**src/rtl/button_event_decoder.sv**
```systemverilog
// -----------------------------------------------------------------------------
// button_event_decoder
//
// Turns a debounced, active-low button level into one-cycle gesture events:
// press / release edges, single click, double click and long press.
// Time is measured in prescaler ticks; one tick occurs every 2**TICK_BITS
// clocks, when the free-running prescaler reads all ones.
//
// Ports
//   clock          in   single clock, everything on the rising edge
//   reset_n        in   synchronous active-low reset
//   level          in   debounced button level (0 = pressed, 1 = released)
//   press_pulse    out  one cycle per press edge
//   release_pulse  out  one cycle per release edge
//   click          out  one cycle when a single short click completes
//   double_click   out  one cycle on the second press of a double click
//   long_press     out  one cycle when a hold reaches LONG_TICKS ticks
//   held           out  high while the registered level is 0
//
// Handshake: none. Inputs are sampled every clock; every output is a flop
// and each pulse is high for exactly one cycle.
// -----------------------------------------------------------------------------
module button_event_decoder #(
   parameter int TICK_BITS    = 10,
   parameter int LONG_TICKS   = 500,
   parameter int DCLICK_TICKS = 200
) (
   input  logic clock,
   input  logic reset_n,
   input  logic level,
   output logic press_pulse,
   output logic release_pulse,
   output logic click,
   output logic double_click,
   output logic long_press,
   output logic held
);

   typedef enum logic [2:0] {
      S_IDLE  = 3'd0,
      S_DOWN1 = 3'd1,
      S_WAIT2 = 3'd2,
      S_DOWN2 = 3'd3,
      S_LONG  = 3'd4
   } state_t;

   localparam logic [9:0] LONG_LAST   = 10'(LONG_TICKS - 1);
   localparam logic [9:0] DCLICK_LAST = 10'(DCLICK_TICKS - 1);
   localparam logic [9:0] TCNT_MAX    = 10'h3FF;

   // Two-stage level pipeline: level_q is the newer sample, level_d the older.
   logic                 level_q;
   logic                 level_d;

   state_t               state_q, state_d;
   logic [TICK_BITS-1:0] presc_q, presc_d;
   logic [9:0]           tcnt_q, tcnt_d;

   logic press_pulse_q,   press_pulse_d;
   logic release_pulse_q, release_pulse_d;
   logic click_q,         click_d;
   logic double_click_q,  double_click_d;
   logic long_press_q,    long_press_d;
   logic held_q,          held_d;

   logic press_edge;
   logic release_edge;
   logic tick;

   always_comb begin
      press_edge   = ~level_q &  level_d;
      release_edge =  level_q & ~level_d;
      tick         = &presc_q;

      presc_d         = presc_q + TICK_BITS'(1);
      press_pulse_d   = press_edge;
      release_pulse_d = release_edge;
      held_d          = ~level_q;

      state_d        = state_q;
      click_d        = 1'b0;
      double_click_d = 1'b0;
      long_press_d   = 1'b0;

      // Within each state the edge is tested first, so an edge that lands on
      // the same cycle as a timeout always takes priority over the timeout.
      case (state_q)
         S_IDLE: begin
            if (press_edge) state_d = S_DOWN1;
         end
         S_DOWN1: begin
            if (release_edge) begin
               state_d = S_WAIT2;
            end else if (tick && (tcnt_q == LONG_LAST)) begin
               state_d      = S_LONG;
               long_press_d = 1'b1;
            end
         end
         S_WAIT2: begin
            if (press_edge) begin
               state_d        = S_DOWN2;
               double_click_d = 1'b1;
            end else if (tick && (tcnt_q == DCLICK_LAST)) begin
               state_d = S_IDLE;
               click_d = 1'b1;
            end
         end
         S_DOWN2: begin
            if (release_edge) state_d = S_IDLE;
         end
         S_LONG: begin
            if (release_edge) state_d = S_IDLE;
         end
         default: begin
            state_d = S_IDLE;
         end
      endcase

      // tcnt measures ticks spent in the current state.
      if (state_d != state_q) begin
         tcnt_d = '0;
      end else if (tick && (tcnt_q != TCNT_MAX)) begin
         tcnt_d = tcnt_q + 10'd1;
      end else begin
         tcnt_d = tcnt_q;
      end
   end

   always_ff @(posedge clock) begin
      if (!reset_n) begin
         level_q         <= 1'b1;
         level_d         <= 1'b1;
         state_q         <= S_IDLE;
         presc_q         <= '0;
         tcnt_q          <= '0;
         press_pulse_q   <= 1'b0;
         release_pulse_q <= 1'b0;
         click_q         <= 1'b0;
         double_click_q  <= 1'b0;
         long_press_q    <= 1'b0;
         held_q          <= 1'b0;
      end else begin
         level_q         <= level;
         level_d         <= level_q;
         state_q         <= state_d;
         presc_q         <= presc_d;
         tcnt_q          <= tcnt_d;
         press_pulse_q   <= press_pulse_d;
         release_pulse_q <= release_pulse_d;
         click_q         <= click_d;
         double_click_q  <= double_click_d;
         long_press_q    <= long_press_d;
         held_q          <= held_d;
      end
   end

   assign press_pulse   = press_pulse_q;
   assign release_pulse = release_pulse_q;
   assign click         = click_q;
   assign double_click  = double_click_q;
   assign long_press    = long_press_q;
   assign held          = held_q;

endmodule

```
**config.mk**
```make
export PLATFORM = sky130hd
export DESIGN_NAME = button_event_decoder
export DESIGN_NICKNAME = d
export VERILOG_FILES = /design/src/rtl/button_event_decoder.sv
export SDC_FILE = /design/constraint.sdc
export NUM_CORES = 1
export LEC_CHECK = 0
export ABC_AREA = 1
export CAP_MARGIN = 10
export CORE_MARGIN = 2
export CORE_UTILIZATION = 35
export CTS_CLUSTER_SIZE = 28
export DETAILED_ROUTE_END_ITERATION = 16
export DONT_BUFFER_PORTS = 1
export PLACE_DENSITY = 0.58
export SLEW_MARGIN = 20
export SYNTH_ARGS = -nofsm -noshare
export SYNTH_HDL_FRONTEND = slang
export SYNTH_SLANG_ARGS = --single-unit
```
**constraint.sdc**
```tcl
create_clock -name clock -period 3.1 [get_ports clock]
set_input_delay 0 -clock clock [delete_from_list [all_inputs] [get_ports clock]]
set_output_delay 0 -clock clock [all_outputs]
set_load 0.1 [all_outputs]
```
==> results.yml <==
status:
  outcome: "finished, final reports clean"
hold_path:
  worstHoldPathType: "in2reg"
  worstHoldStart: "reset_n"
  worst_hold_path_stage_count: 4
  whs_endpoint: "tcnt_q[1]$_SDFFE_PP0P_"
drt:
  drt_first_iter_violations: 83
  vias_per_cell: 4.55
  drt.antenna.violating_nets: 0
  detail_route.wl_per_cell_um: 10.0
  finalWirelength_um: 2630
  vias: 1193
  post-route-drc-count: 0
  drt_pre_antenna_iters: 6
cts:
  clk_root_buffer_cell: "sky130_fd_sc_hd__clkbuf_8"
  post_cts.resized_instances: 0
  cts-htree-levels: 2
  clock_insertion_delay_worst_skew_ns: 0.28
  clk_pin_slew_worst_paths_ns: 0.06
  clock-sinks: 31
  numCtsBuffers: 5
  clockBufferDepth: 2
  cts_tree: "done"
grt:
  grt_antenna_before_repair: 0
  grt_total_usage_pct: 11.5
  grt_pass1_wl_um: 4370
  first_global_vias: 1031
  grt-ovfl-total: 0
  grt_start_max_net_pins: 14
flow_run:
  maximum_capacitance_violations: 0
floorplan:
  core_area_sq_mm: 0.00403
  dieArea_sq_mm: 0.00476
  overall_die_width_um: 69.0
  die-height_um: 69.0
  start_util_pct: 36.7
  rows: 23
  io_pins: 9
synthesis:
  post_synth.cell_area_avg_sq_um: 7.18
  yosysWarnings: 0
  syn-instance-count: 206
  post_synth_instance_area_sq_mm: 0.00148
  seq_area_frac_synth_pct: 42.0
  yosys_reg_bits: 31
  synthesis.nets: 211
  synth.lib_cells_used.distinct: 27
pwr:
  total_power_mw: 0.867
  peakVddDrop_v: 0.000175
  power.leakage_nw: 0.641
  power_density_mw_per_mm2: 525
setup_path:
  slowest_delay_ns: 0.38
  critical_path.n_buffers_inverters: 2
  critPathMaxFanout: 11
  critPathTopFamily: "simple AND/OR/NAND/NOR gates"
  crit_slowest_cell: "sky130_fd_sc_hd__dfxtp_1"
  critical_path_cell_count: 9
  regToRegSetupSlack_ns: 1.23
  reg2reg_to: "tcnt_q[4]$_SDFFE_PP0P_"
  cp_cell_sequence: "ha_1 > nand3_1 > nor2_1 > nand3_1 > nand2_2 > inv_1 > o21ai_0 > inv_1 > nor2_1"
  required_time_reported_for_the_critical_path_endpoint_ns: 3.32
  worst_r2r_path_depth: 9
  endpoint_kind: "flop"
  path_class: "reg2reg"
  critical_path.reg2reg.startpoint: "tcnt_q[0]$_SDFFE_PP0P_"
  cp.arrival_ns: 2.08
  crit_path_start_kind: "flop"
placement:
  post_detail_place_hpwl_um: 1910
  numPortBuffers: 0
  post-place-cells: 252
  place.gp.congestion: 0.815
sta:
  final.setup.tns_ns: 0
  max_clock_freq_mhz: 536
  max_slew.worst_pin.slew_ns: 0.934
  final.setup_skew_ns: 0.00698
  worst_hold_slack_ns: 0.0468
  setup_viol: 0
  slew_violations: 0
  fin_crit_sh_pct: 60.2
  max-slew-margin-rel_pct: 37.7
  finalHoldViolCount: 0
  setup_repair_after_global_routing_missed_its_margin: "no"
  period_minus_slack_ns: 1.87
finish:
  areaGrowthSynthToFinish_pct: 11.8
  stdcell_count: 262
  drive_above_1_share_pct: 9.43
  commonest_non_fill_non_tap_cells_in_the_layout: "sky130_fd_sc_hd__nand2_1 (37), sky130_fd_sc_hd__nor2_1 (33), sky130_fd_sc_hd__inv_1 (32)"
  final.fill_count: 423
  antenna_cells: 0
  finish.net_count: 216
  final_common_cell: "sky130_fd_sc_hd__nand2_1"
[registers in the layout, indices dropped and copies added, names as in the netlist]
signal         count
click              1
double_click       1
held               1
level_d            1
level_q            1
long_press         1
presc_q           10
press_pulse        1
release_pulse      1
state_q            3
tcnt_q            10
[synthesized netlist by cell type, drive strengths merged]
| master | count | share of area (%) |
|---|---|---|
| nor3b | 1 | 0.51 |
| o21a | 2 | 1.0 |
| a211oi | 1 | 0.51 |
| nand3 | 15 | 6.3 |
| o211ai | 1 | 0.51 |
| nor3 | 6 | 2.0 |
| nand2 | 41 | 11 |
| o21ai | 7 | 2.4 |
| inv | 32 | 8.1 |
| clkbuf | 2 | 0.51 |
| nor2 | 38 | 11 |
| nor4 | 1 | 0.42 |
| nand4 | 4 | 1.7 |
| buf | 2 | 1.3 |
| xor2 | 5 | 3.0 |
| ha | 2 | 1.7 |
| or2 | 1 | 0.42 |
| a31oi | 1 | 0.42 |
| a21oi | 9 | 3.0 |
| xnor2 | 4 | 2.4 |
| dfxtp | 31 | 42 |
[cell type report]
cell class	count	area, sq um	share of cell area, %
inverter	32	120	7.27
multi-input combinational	139	712	43.1
clock buffer	6	82.6	5.00
timing repair buffer	2	20.0	1.21
clock inverter	2	35.0	2.12
tap	50	62.6	3.79
sequential	31	621	37.5
[tightest hold or removal path: stages]
cell                      delay (ns)
sky130_fd_sc_hd__nand2_1        0.04
sky130_fd_sc_hd__nor2_1         0.06
sky130_fd_sc_hd__nand3_4        0.14
sky130_fd_sc_hd__nor2_2         0.04
[cells by family (layout without fill, tap and decap cells)]
kind of cell	after synthesis	count (layout)	share of synthesized area, %
compound gates	21	21	7.87
xor+xnor	9	9	5.33
fa+ha+maj	2	2	1.69
buf+inv	36	42	9.90
flops	31	31	42.0
simple gates	107	107	33.2
[metal layers]
metal	GRT usage (%)	vias up	wire [um]
li1	-	653	-
met1	14.9	520	1370
met2	16.7	14	1110
met3	4.09	6	103
met4	5.88	0	46
met5	0	-	0
[through the flow]
step	worst slack [ns]	cell area, sq um	util, %
after floorplan	1.58	1480	-
after CTS	1.24	1650	41.0
after detailed placement	1.26	1520	37.6
after global routing	1.00	1650	41.0
after global placement	1.29	1520	37.6
final	1.23	1650	41.0
[worst max path at each step]
stage                      startpoint                      to  slack [ns]
3_3_place_gp   tcnt_q[0]$_SDFFE_PP0P_  tcnt_q[8]$_SDFFE_PP0P_        1.29
5_1_grt        tcnt_q[0]$_SDFFE_PP0P_  tcnt_q[4]$_SDFFE_PP0P_        1.00
6_report       tcnt_q[0]$_SDFFE_PP0P_  tcnt_q[4]$_SDFFE_PP0P_        1.23
2_1_floorplan   presc_q[0]$_SDFF_PN0_  tcnt_q[5]$_SDFFE_PP0P_        1.58
3_5_place_dp   tcnt_q[0]$_SDFFE_PP0P_  tcnt_q[4]$_SDFFE_PP0P_        1.26
4_1_cts        tcnt_q[0]$_SDFFE_PP0P_  tcnt_q[4]$_SDFFE_PP0P_        1.24
[what timing repair did]
item                                   CTS  global route
buffers inserted                         0             0
setup endpoints to repair                0             0
endpoints found under the hold margin    8             0
hold buffers                             2             0
[report_power, final]
group | switching [mW] | internal [mW]
clock | 0.150 | 0.260
sequential | 0.0149 | 0.405
combinational | 0.0237 | 0.0131
(Power assumes the default switching activity.)
